File: src/rtl/fdivsqrt_iter_ctrl_pkg.sv
// Shared FPU divide/sqrt definitions: iteration-controller states and default counter width.
package fdivsqrt_iter_ctrl_pkg;

  localparam int unsigned DurLenDefault = 6;

  typedef enum logic [1:0] {
    StIdle,
    StBusy,
    StDone
  } divstate_e;

endpackage

File: src/rtl/fdivsqrt_stepcnt.sv
// Loadable down-counter holding the remaining divide/sqrt iterations.
module fdivsqrt_stepcnt #(
  parameter int unsigned Width = 6
) (
  input  logic             clk,
  input  logic             reset,
  input  logic             load,
  input  logic [Width-1:0] value,
  input  logic             en,
  input  logic             clear,
  output logic [Width-1:0] cnt,
  output logic             one
);

  logic [Width-1:0] cnt_q;

  // Clear beats load so a flush always leaves the counter at zero.
  always_ff @(posedge clk or posedge reset) begin
    if (reset) begin
      cnt_q <= '0;
    end else if (clear) begin
      cnt_q <= '0;
    end else if (load) begin
      cnt_q <= value;
    end else if (en && (cnt_q != '0)) begin
      cnt_q <= cnt_q - Width'(1);
    end
  end

  assign cnt = cnt_q;
  assign one = (cnt_q == Width'(1));

endmodule

File: src/rtl/fdivsqrt_iter_ctrl.sv
// Divide/sqrt iteration controller: IDLE -> BUSY (N steps) -> DONE, with flush and stall.
// Define FDIVSQRT_EARLYTERM_EN to send special-case operands straight to DONE.
module fdivsqrt_iter_ctrl
  import fdivsqrt_iter_ctrl_pkg::*;
#(
  parameter int unsigned DURLEN = DurLenDefault,
  parameter int unsigned MAXCYC = 40
) (
  input  logic              clk,
  input  logic              reset,
  input  logic              FDivStartE,
  input  logic [DURLEN-1:0] CyclesE,
  input  logic              SpecialCaseE,
  input  logic              StallM,
  input  logic              FlushE,
  output logic              FDivBusyE,
  output logic              IFDivStartE,
  output logic              FDivDoneE,
  output logic [DURLEN-1:0] StepCnt
);

  divstate_e         state_q;
  logic              early_term;
  logic              start_seen;
  logic              accept;
  logic              cnt_one;
  logic [DURLEN-1:0] load_val;

`ifdef FDIVSQRT_EARLYTERM_EN
  assign early_term = SpecialCaseE;
`else
  logic unused_special;
  assign unused_special = SpecialCaseE;
  assign early_term     = 1'b0;
`endif

  // Reset gates the combinational start path so outputs drop the instant reset rises.
  assign start_seen = !reset && (state_q == StIdle) && FDivStartE && !FlushE;
  assign accept     = start_seen && !early_term;
  assign load_val   = (CyclesE == '0) ? DURLEN'(1) : CyclesE;

  always_ff @(posedge clk or posedge reset) begin
    if (reset) begin
      state_q <= StIdle;
    end else if (FlushE) begin
      state_q <= StIdle;
    end else begin
      unique case (state_q)
        StIdle: if (start_seen) state_q <= early_term ? StDone : StBusy;
        StBusy: if (cnt_one) state_q <= StDone;
        StDone: if (!StallM) state_q <= StIdle;
        default: state_q <= StIdle;
      endcase
    end
  end

  fdivsqrt_stepcnt #(
    .Width(DURLEN)
  ) u_stepcnt (
    .clk  (clk),
    .reset(reset),
    .load (accept),
    .value(load_val),
    .en   (state_q == StBusy),
    .clear(FlushE),
    .cnt  (StepCnt),
    .one  (cnt_one)
  );

  assign IFDivStartE = accept;
  assign FDivBusyE   = (state_q == StBusy) || accept;
  assign FDivDoneE   = (state_q == StDone);

  // Debug bound on the iteration count handed over by the cycle-count stage.
  a_cycles_bound: assert property (@(posedge clk) disable iff (reset)
    accept |-> (32'(CyclesE) <= MAXCYC));

endmodule

File: config.mk
export PLATFORM = sky130hd
export DESIGN_NAME = fdivsqrt_iter_ctrl
export DESIGN_NICKNAME = d
export VERILOG_FILES = /design/src/rtl/fdivsqrt_iter_ctrl_pkg.sv /design/src/rtl/fdivsqrt_stepcnt.sv /design/src/rtl/fdivsqrt_iter_ctrl.sv
export SDC_FILE = /design/constraint.sdc
export NUM_CORES = 1
export LEC_CHECK = 0
export BUFFER_PORTS_ARGS = -buffer_cell sky130_fd_sc_hd__buf_2
export CORE_AREA = 4 4 41 43
export DETAILED_ROUTE_END_ITERATION = 8
export DIE_AREA = 0 0 45 47
export PLACE_DENSITY = 0.84
export SETUP_SLACK_MARGIN = 0.05
export SLEW_MARGIN = 25
export SYNTH_ARGS = -nofsm -noshare
export SYNTH_HDL_FRONTEND = slang
export SYNTH_SLANG_ARGS = --single-unit
export TNS_END_PERCENT = 10
File: constraint.sdc
create_clock -name clk -period 3.5 [get_ports clk]
set_input_delay 0.35 -clock clk [delete_from_list [all_inputs] [get_ports clk]]
set_output_delay 0.35 -clock clk [all_outputs]
set_load 0.1 [all_outputs]
==> flow_metrics.env, run 1 <==
export IMPL_status="complete, no violations"
export IMPL_start_kind="flop"
export IMPL_cp_cell_sequence="nor4b_2, buf_4, and2_1, or2_2, buf_2"
export IMPL_synth_seq_area_share_pct=32.8
export IMPL_hp_class="in2async"
export IMPL_wl_per_cell_um=16.0
export IMPL_cts_buffers=3
export IMPL_yosys_area_top_type="dfrtp_1"
export IMPL_fmax_ghz=0.433
export IMPL_avgSynthCellArea_sq_um=8.72
export IMPL_grt_pass1_wl_um=2780
export IMPL_grt_max_degree=15
export IMPL_fin_crit_ns=2.31
export IMPL_path_depth=5
export IMPL_slowest_stage="dfrtp_1"
export IMPL_io_buffers=19
export IMPL_die_w_um=45
export IMPL_drtIter0Drc=37
export IMPL_fin_ws_ns=1.19
export IMPL_nets=108
export IMPL_place_congestion=0.861
export IMPL_worstPathArrival_ns=1.96
export IMPL_synth_compound_area_share_pct=28.3
export IMPL_crit_buf_inv=2
export IMPL_dpl_hpwl_um=1320
export IMPL_fin_cells=106
export IMPL_netlist_area_leader_share_pct=32.8
export IMPL_syn_nets=85
export IMPL_hold_buffers=0
export IMPL_die_area_sq_mm=0.00212
export IMPL_synth_edf_count=0
export IMPL_pre_cts_slack_ns=1.47
export IMPL_drive_gt1_share_pct=31.9
export IMPL_slew_headroom_pct=68.7
export IMPL_power_density_mw_per_mm2=703
export IMPL_vias=639
export IMPL_track_usage_pct=18.6
export IMPL_clk_latency_ns=0.26
export IMPL_grt_pass1_vias=629
export IMPL_worst_pin_slew_ns=0.466
export IMPL_finClkSkew_ns=0.00728
export IMPL_netlist_area_sq_um=611
export IMPL_die_y_um=47
export IMPL_vias_per_cell=6.03
export IMPL_critPathMaxFanout=14
export IMPL_leakage_nw=0.352
export IMPL_antenna_found_initial=0
export IMPL_antenna_left=0
export IMPL_io_pin_count=21
export IMPL_drc=0
export IMPL_cp_required_ns=3.15
export IMPL_yosys_mux_area_fraction_pct=1.64
export IMPL_cts_tree="yes"
export IMPL_synth_fa_ha_area_share_pct=6.15
export IMPL_htreeDepth=1
export IMPL_synthSimpleGateAreaFrac_pct=24.2
export IMPL_diodes=0
export IMPL_cts_sinks=8
export IMPL_root_buffer="clkbuf_4"
export IMPL_crit_path_end_kind="primary output"
export IMPL_start_util_pct=46.9
export IMPL_setup_tns_ns=0
export IMPL_max_cap_viol_count=0
export IMPL_clk_pin_slew_ns=0.06
export IMPL_slew_violations=0
export IMPL_rows=13
export IMPL_setup_violations=0
export IMPL_syn_inst=70
export IMPL_worstRegToRegCells=3
export IMPL_synth_seq_cells=8
export IMPL_drt_pass1_iterations=4
export IMPL_yosysMostFrequentCell="a21oi_1"
export IMPL_overflow=0
export IMPL_yosysWarnings=0
export IMPL_rsz0062_at_grt="no"
export IMPL_cts_resized=0
export IMPL_ys_types=28
export IMPL_fin_crit_sh_pct=65.9
export IMPL_ys_flop_type="dfrtp_1"
export IMPL_syn_to_final_growth_pct=22.1
export IMPL_final_hold_violation_count=0
export IMPL_fillCellCount=137
export IMPL_wl_um=1700
export IMPL_crit_type="reg2out"
export IMPL_synth_area_leaders="dfrtp_1, a21oi_1, ha_1, inv_1, o221ai_4"
export IMPL_max_stage_delay_ns=0.46
export IMPL_ctsLongestPathBuffers=2
export IMPL_core_sq_mm=0.00130
export IMPL_synth_xor_area_share_pct=0
export IMPL_async_reset_ff_share_pct=100
export IMPL_dp_cells=103
export IMPL_path_delay_family="buffers and inverters"
export IMPL_synthTopCellsByCount="a21oi_1, inv_1, dfrtp_1"
export IMPL_synth_top_family_by_area="compound AO/OA/AOI/OAI gates"
export IMPL_peakVddDrop_v=0.000325
export IMPL_post_cts_buffers=0
[stage by stage]
step / hold slack (ns) / total power, mW / utilization (%) / instance area, sq um
floorplan: 0.166 / 0.390 / - / 611
global placement: 0.338 / 0.439 / 55.6 / 723
detailed placement: 0.344 / 0.449 / 55.6 / 723
CTS: 0.0697 / 0.521 / 57.3 / 746
global route: 0.103 / 0.550 / 57.3 / 746
finish: 0.0550 / 0.524 / 57.3 / 746
[cell usage in the layout, fill, tap and decap left out, types with 2 or more instances in the layout]
cell type	n
nor3b_1	2
o22ai_1	3
a21oi_1	10
inv_1	9
nor2b_1	2
nor2_1	5
ha_1	3
nand2_1	4
a32oi_1	2
nor3_1	5
dfrtp_1	8
clkbuf_4	3
buf_2	19
[flip-flops by register name, indices dropped and copies added, names as in the netlist]
register       flops
u_stepcnt.cnt      6
state_q            2
[power by group]
part	switching, mW	internal, mW	total (mW)
combinational	0.233	0.0835	0.317
clock	0.0334	0.0394	0.0727
sequential	0.0246	0.110	0.135
total	0.291	0.233	0.524
[per-layer routing]
| layer | GRT usage (%) | routed length [um] | part of all wire [%] | vias to the layer above |
|---|---|---|---|---|
| met5 | 0 | 0 | 0 | - |
| li1 | - | - | - | 302 |
| met3 | 1.15 | 135 | 8.0 | 6 |
| met2 | 33.3 | 883 | 52 | 40 |
| met4 | 12.9 | 51 | 3.0 | 0 |
| met1 | 21.0 | 627 | 37 | 291 |
[cells by family after synthesis]
family	Yosys count
simple gates	25
compound gates	22
buf+inv	11
flops	8
fa+ha+maj	3
mux	1
[worst paths after layout]
| path | startpoint | to | slack (ns) |
|---|---|---|---|
| worst max-delay path | state_q[0] | FDivBusyE | 1.19 |
| worst min-delay path | reset | u_stepcnt.cnt[2] | 0.06 |
| worst max register to register | u_stepcnt.cnt[2] | u_stepcnt.cnt[3] | 1.73 |
| worst min register to register | state_q[1] | state_q[0] | 0.55 |
| max in group asynchronous | reset | u_stepcnt.cnt[1] | 3.20 |
| min in group clk | StallM | state_q[1] | 0.33 |
[worst register-to-register path, stage by stage (launching register included)]
cell	delay, ns
dfrtp_1	0.46
or4_4	0.59
o221ai_1	0.42
o22ai_1	0.15
[cell type report]
| class | instances | area (sq um) | share of cell area [%] |
|---|---|---|---|
| multi-input combinational | 51 | 368 | 49.3 |
| tap | 15 | 18.8 | 2.52 |
| sequential | 8 | 200 | 26.8 |
| timing repair buffer | 20 | 103 | 13.8 |
| clock buffer | 3 | 22.5 | 3.02 |
| inverter | 9 | 33.8 | 4.53 |
Note: power is estimated with default switching activity, not from simulation.
==> run 2, diff against run 1 <==
- CORE_AREA: 4 4 41 43 -> unset
- CORE_MARGIN: unset -> 4
- CORE_UTILIZATION: unset -> 47
- DIE_AREA: 0 0 45 47 -> unset
- PLACE_DENSITY: 0.84 -> 0.86
- clock period: 3.5 -> 2.2 ns (I/O delays scaled with it)
==> run 2 against run 1 <==
Against the previous run:
- die area decreased by 8.3%
- register-to-register slack got worse by 1.2 ns
- first-iteration DRC count decreased by 27%
- critical path depth increased by 1
- cell count unchanged
- clock power increased by 64%
- combinational power increased by 60%
- clock skew decreased by 0.0018 ns
- power increased by 60%
- utilization increased by 9.8 points
- via count decreased by 0.78%
- worst hold slack improved by 0.14 ns
- critical endpoint unchanged
==> flow_metrics.env, run 2 (synthesized netlist as in run 1, its figures left out) <==
export IMPL_die_y_um=44.0
export IMPL_hp_class="in2reg"
export IMPL_nets=109
export IMPL_cts_buffers=3
export IMPL_overflow=0
export IMPL_core_sq_mm=0.00117
export IMPL_ctsLongestPathBuffers=2
export IMPL_timing_rr_start="u_stepcnt.cnt[2]"
export IMPL_layout_common_cells="buf_2, a21oi_1, inv_1, dfrtp_1"
export IMPL_fin_crit_sh_pct=88.0
export IMPL_dpl_hpwl_um=1200
export IMPL_combPwrFrac_pct=60.5
export IMPL_place_congestion=0.853
export IMPL_setup_violations=0
export IMPL_leakage_nw=0.364
export IMPL_cp_required_ns=1.98
export IMPL_critPathMaxFanout=4
export IMPL_rows=12
export IMPL_crit_type="in2out"
export IMPL_final_hold_violation_count=0
export IMPL_peakVddDrop_v=0.000617
export IMPL_crit_path_end_kind="primary output"
export IMPL_drc=0
export IMPL_largest_reg_flops=6
export IMPL_slew_violations=0
export IMPL_power_density_mw_per_mm2=1070
export IMPL_drive_gt1_share_pct=32.6
export IMPL_worstHoldStart="StallM"
export IMPL_worstPathArrival_ns=1.72
export IMPL_rsz0062_at_grt="no"
export IMPL_setup_tns_ns=0
export IMPL_drt_pass1_iterations=4
export IMPL_drtIter0Drc=27
export IMPL_die_w_um=44.0
export IMPL_antenna_left=0
export IMPL_htreeDepth=1
export IMPL_worst_pin_slew_ns=0.490
export IMPL_grt_pass1_wl_um=2610
export IMPL_clk_pin_slew_ns=0.06
export IMPL_clk_latency_ns=0.26
export IMPL_grt_pass1_vias=615
export IMPL_diodes=0
export IMPL_switching_share_pct=54.5
export IMPL_cts_tree="yes"
export IMPL_fmax_ghz=0.517
export IMPL_p_clk_share_pct=14.2
export IMPL_grt_max_degree=14
export IMPL_finClkSkew_ns=0.00552
export IMPL_hold_depth=3
export IMPL_fillCellCount=94
export IMPL_io_buffers=19
export IMPL_track_usage_pct=17.7
export IMPL_vias=634
export IMPL_start_kind="primary input"
export IMPL_p_switching_mw=0.458
export IMPL_max_stage_delay_ns=0.53
export IMPL_max_cap_viol_count=0
export IMPL_hold_slack_ns=0.197
export IMPL_io_pin_count=21
export IMPL_wl_per_cell_um=14.4
export IMPL_cts_sinks=8
export IMPL_antenna_found_initial=0
export IMPL_root_buffer="clkbuf_4"
export IMPL_die_area_sq_mm=0.00194
export IMPL_post_cts_buffers=0
export IMPL_slowest_stage="dlygate4sd3_1"
export IMPL_wl_um=1530
export IMPL_start_util_pct=52.1
export IMPL_layout_commonest_cell="buf_2"
export IMPL_syn_to_final_growth_pct=28.7
export IMPL_internal_power_mw=0.382
export IMPL_fin_crit_ns=1.94
export IMPL_worstRegToRegCells=3
export IMPL_cp_cell_sequence="dlygate4sd3_1, buf_2, nor4b_2, and2_2, or2_2, buf_12"
export IMPL_pwr_share_seq_pct=25.4
export IMPL_slew_headroom_pct=67.6
export IMPL_status="complete, no violations"
export IMPL_crit_start="reset"
export IMPL_vias_per_cell=5.98
==> run 2: cell count changes in the layout (fill, tap and decap cells not counted), sizes merged <==
cell and delta:
dlygate4sd3 +1
==> run 2: final cells by class <==
| class | count | area (sq um) | area share, % |
|---|---|---|---|
| Multi-Input combinational cell | 51 | 369 | 47.0 |
| Sequential cell | 8 | 200 | 25.5 |
| Timing Repair Buffer | 21 | 143 | 18.2 |
| Inverter | 9 | 33.8 | 4.30 |
| Clock buffer | 3 | 22.5 | 2.87 |
| Tap cell | 14 | 17.5 | 2.23 |
==> run 2: layer usage <==
| layer | wire [um] | part of all wire, % | global-route usage [%] | vias to the layer above |
|---|---|---|---|---|
| met3 | 101 | 6.6 | 2.85 | 2 |
| met2 | 793 | 52 | 31.4 | 26 |
| met4 | 10 | 0.66 | 5.42 | 0 |
| li1 | - | - | - | 305 |
| met5 | 0 | 0 | 0 | - |
| met1 | 621 | 41 | 21.6 | 301 |
==> run 2: path summary, 6_finish.rpt <==
| check | to | slack (ns) |
|---|---|---|
| worst min register to register | state_q[0] | 0.53 |
| worst min-delay path | state_q[1] | 0.20 |
| worst max-delay path | FDivBusyE | 0.26 |
| worst max register to register | u_stepcnt.cnt[4] | 0.49 |
| max in group asynchronous | u_stepcnt.cnt[1] | 1.49 |
| min in group asynchronous | u_stepcnt.cnt[2] | 0.47 |
==> run 2: power by group through the flow <==
stage	registers, mW	logic, mW	clock network, mW
after floorplan	0.396	0.225	0
after global placement	0.213	0.496	0
after detailed placement	0.215	0.507	0
after CTS	0.212	0.509	0.120
after global routing	0.217	0.538	0.130
final	0.213	0.508	0.119
==> run 2: timing repair <==
action | in CTS | in global routing
endpoints found under the hold margin | 8 | 0
resized for setup | 0 | 0
hold buffers | 1 | 0
==> run 2: through the flow <==
step / power (mW) / std cells / instance area [sq um] / util, % / setup slack, ns
2_1_floorplan: 0.621 / 70 / 612 / - / 0.0567
3_3_place_gp: 0.709 / 102 / 753 / 64.3 / 0.529
3_5_place_dp: 0.721 / 102 / 753 / 64.3 / 0.500
4_1_cts: 0.841 / 106 / 786 / 67.1 / 0.263
5_1_grt: 0.886 / 106 / 786 / 67.1 / 0.206
6_report: 0.839 / 106 / 786 / 67.1 / 0.264
==> run 2: worst max-delay path: cells and delay by family <==
family	cells	cell delay [ns]
and+or+nand+nor	3	0.67
buffers and inverters	3	0.84
==> run 3, diff against run 2 <==
--- a/config.mk
+++ b/config.mk
@@ -6,9 +6,9 @@
 export NUM_CORES = 1
 export LEC_CHECK = 0
-export BUFFER_PORTS_ARGS = -buffer_cell sky130_fd_sc_hd__buf_2
-export CORE_MARGIN = 4
-export CORE_UTILIZATION = 47
+export CORE_AREA = 4 4 41 43
 export DETAILED_ROUTE_END_ITERATION = 8
-export PLACE_DENSITY = 0.86
+export DIE_AREA = 0 0 45 47
+export DONT_BUFFER_PORTS = 1
+export PLACE_DENSITY = 0.71
 export SETUP_SLACK_MARGIN = 0.05
 export SLEW_MARGIN = 25
==> constraint.sdc (replaced) <==
create_clock -name clk -period 2.2 [get_ports clk]
set_input_delay 0.33 -clock clk [delete_from_list [all_inputs] [get_ports clk]]
set_output_delay 0.33 -clock clk [all_outputs]
set_load 0.1 [all_outputs]
==> run 3 against run 2 <==
Against the previous run:
- non-clock buffer count is 10 lower
- first-iteration DRC count shrank 30%
- fmax is 1.5% higher
- critical path depth decreased by 3
- clock skew is 0.0015 ns lower
- largest power group unchanged
- highest routed layer unchanged
==> flow_metrics.env, run 3 (synthesized netlist as in run 1, its figures left out) <==
export IMPL_status="complete, no violations"
export IMPL_drc=0
export IMPL_drt_pass1_iterations=4
export IMPL_track_usage_pct=16.4
export IMPL_max_cap_viol_count=0
export IMPL_worst_pin_slew_ns=0.417
export IMPL_leakage_nw=0.321
export IMPL_clk_pin_slew_ns=0.06
export IMPL_drive_gt1_share_pct=25.6
export IMPL_cts_tree="yes"
export IMPL_core_sq_mm=0.00130
export IMPL_setup_violations=0
export IMPL_rsz0062_at_grt="no"
export IMPL_io_buffers=0
export IMPL_critPathMaxFanout=7
export IMPL_p_switching_mw=0.450
export IMPL_largest_reg_flops=6
export IMPL_internal_power_mw=0.390
export IMPL_layout_commonest_cell="a21oi_1"
export IMPL_finClkSkew_ns=0.00406
export IMPL_power_density_mw_per_mm2=1130
export IMPL_slew_headroom_pct=71.9
export IMPL_p_clk_share_pct=13.6
export IMPL_wl_per_cell_um=16.0
export IMPL_setup_tns_ns=0
export IMPL_ctsLongestPathBuffers=2
export IMPL_slowest_stage="dfrtp_1"
export IMPL_total_power_mw=0.840
export IMPL_fin_crit_sh_pct=86.7
export IMPL_cp_cell_sequence="nor4b_2, and2_2, buf_4"
export IMPL_place_congestion=0.853
export IMPL_wl_um=1550
export IMPL_ff_latch_area_sq_um=200
export IMPL_die_w_um=45
export IMPL_hp_class="in2reg"
export IMPL_grt_pass1_wl_um=2580
export IMPL_drtIter0Drc=19
export IMPL_crit_path_end_kind="primary output"
export IMPL_vias_per_cell=5.91
export IMPL_fmax_ghz=0.524
export IMPL_pwr_share_seq_pct=24.7
export IMPL_root_buffer="clkbuf_4"
export IMPL_clk_latency_ns=0.25
export IMPL_grt_pass1_vias=576
export IMPL_slew_violations=0
export IMPL_start_util_pct=46.9
export IMPL_diodes=0
export IMPL_antenna_left=0
export IMPL_die_area_sq_mm=0.00212
export IMPL_die_y_um=47
export IMPL_rows=13
export IMPL_cp_required_ns=1.87
export IMPL_io_pin_count=21
export IMPL_post_cts_buffers=0
export IMPL_switching_share_pct=53.6
export IMPL_vias=573
export IMPL_cts_buffers=3
export IMPL_dpl_hpwl_um=1200
export IMPL_fin_crit_ns=1.91
export IMPL_syn_to_final_growth_pct=22.3
export IMPL_layout_common_cells="a21oi_1, inv_1, buf_4, dfrtp_1, nor3_1"
export IMPL_htreeDepth=1
export IMPL_antenna_found_initial=0
export IMPL_fillCellCount=119
export IMPL_nets=99
export IMPL_max_stage_delay_ns=0.47
export IMPL_overflow=0
export IMPL_combPwrFrac_pct=61.7
export IMPL_final_hold_violation_count=0
export IMPL_multiInputGateArea_sq_um=374
export IMPL_worstPathArrival_ns=1.58
export IMPL_peakVddDrop_v=0.000588
export IMPL_start_kind="flop"
export IMPL_grt_max_degree=14
export IMPL_crit_type="reg2out"
export IMPL_cts_sinks=8
## run 3: cell count changes in the layout (fill, tap and decap cells not counted)
| cell | change |
|---|---|
| buf_12 | -1 |
| buf_2 | -17 |
| buf_4 | +8 |
| nor2_1 | -1 |
| nor2_2 | +1 |
| or2_2 | -1 |
| or2_4 | +1 |
## run 3: critical path, delay by kind of cell, from the launching register on
| family | cells | cell delay, ns |
|---|---|---|
| simple gates | 2 | 0.55 |
| flops | 1 | 0.47 |
| buf+inv | 1 | 0.30 |
## run 3: cell type report
class,count,share of cell area [%]
clock buffers,3,3.02
inverters,9,4.52
multi-input cells,51,50.1
flip-flops and latches,8,26.8
well taps,15,2.51
repair buffers,11,13.1
## run 3: path summary, 6_finish.rpt
| kind | to | cells after the start | slack, ns | startpoint |
|---|---|---|---|---|
| max reg2reg | u_stepcnt.cnt[4] | 3 | 0.49 | u_stepcnt.cnt[2] |
| max in group asynchronous | u_stepcnt.cnt[0] | 2 | 1.47 | reset |
| min reg2reg | state_q[0] | 1 | 0.54 | state_q[1] |
| min in group asynchronous | state_q[0] | 2 | 0.48 | reset |
| min | state_q[1] | 1 | 0.14 | FlushE |
| max | IFDivStartE | 3 | 0.29 | state_q[0] |
## run 3: power by group through the flow
| stage | logic, mW | clock network [mW] | registers, mW |
|---|---|---|---|
| after floorplan | 0.227 | 0 | 0.396 |
| after global placement | 0.509 | 0 | 0.207 |
| after detailed placement | 0.513 | 0 | 0.209 |
| after CTS | 0.516 | 0.114 | 0.207 |
| after global routing | 0.547 | 0.120 | 0.212 |
| final | 0.518 | 0.115 | 0.207 |
## run 3: per-stage QoR
stage | hold WS [ns] | setup WS, ns | area [sq um] | utilization, % | cells
detailed placement | 0.192 | 0.521 | 714 | 54.9 | 93
floorplan | 0.146 | 0.0727 | 614 | - | 70
global route | 0.144 | 0.237 | 747 | 57.4 | 97
finish | 0.136 | 0.293 | 747 | 57.4 | 97
CTS | 0.140 | 0.304 | 747 | 57.4 | 97
global placement | 0.188 | 0.512 | 714 | 54.9 | 93
## run 3: layer usage
| layer | global-route usage (%) | share of wire, % |
|---|---|---|
| met5 | 0 | 0 |
| met4 | 6.43 | 1.3 |
| met3 | 3.83 | 6.9 |
| met2 | 26.6 | 46 |
| met1 | 21.3 | 46 |
## run 3: timing repair
action | 4_1_cts | 5_1_grt
endpoints found under the setup margin | 0 | 0
gates resized for setup | 0 | 0
hold buffers | 1 | 0
endpoints found under the hold margin | 8 | 0
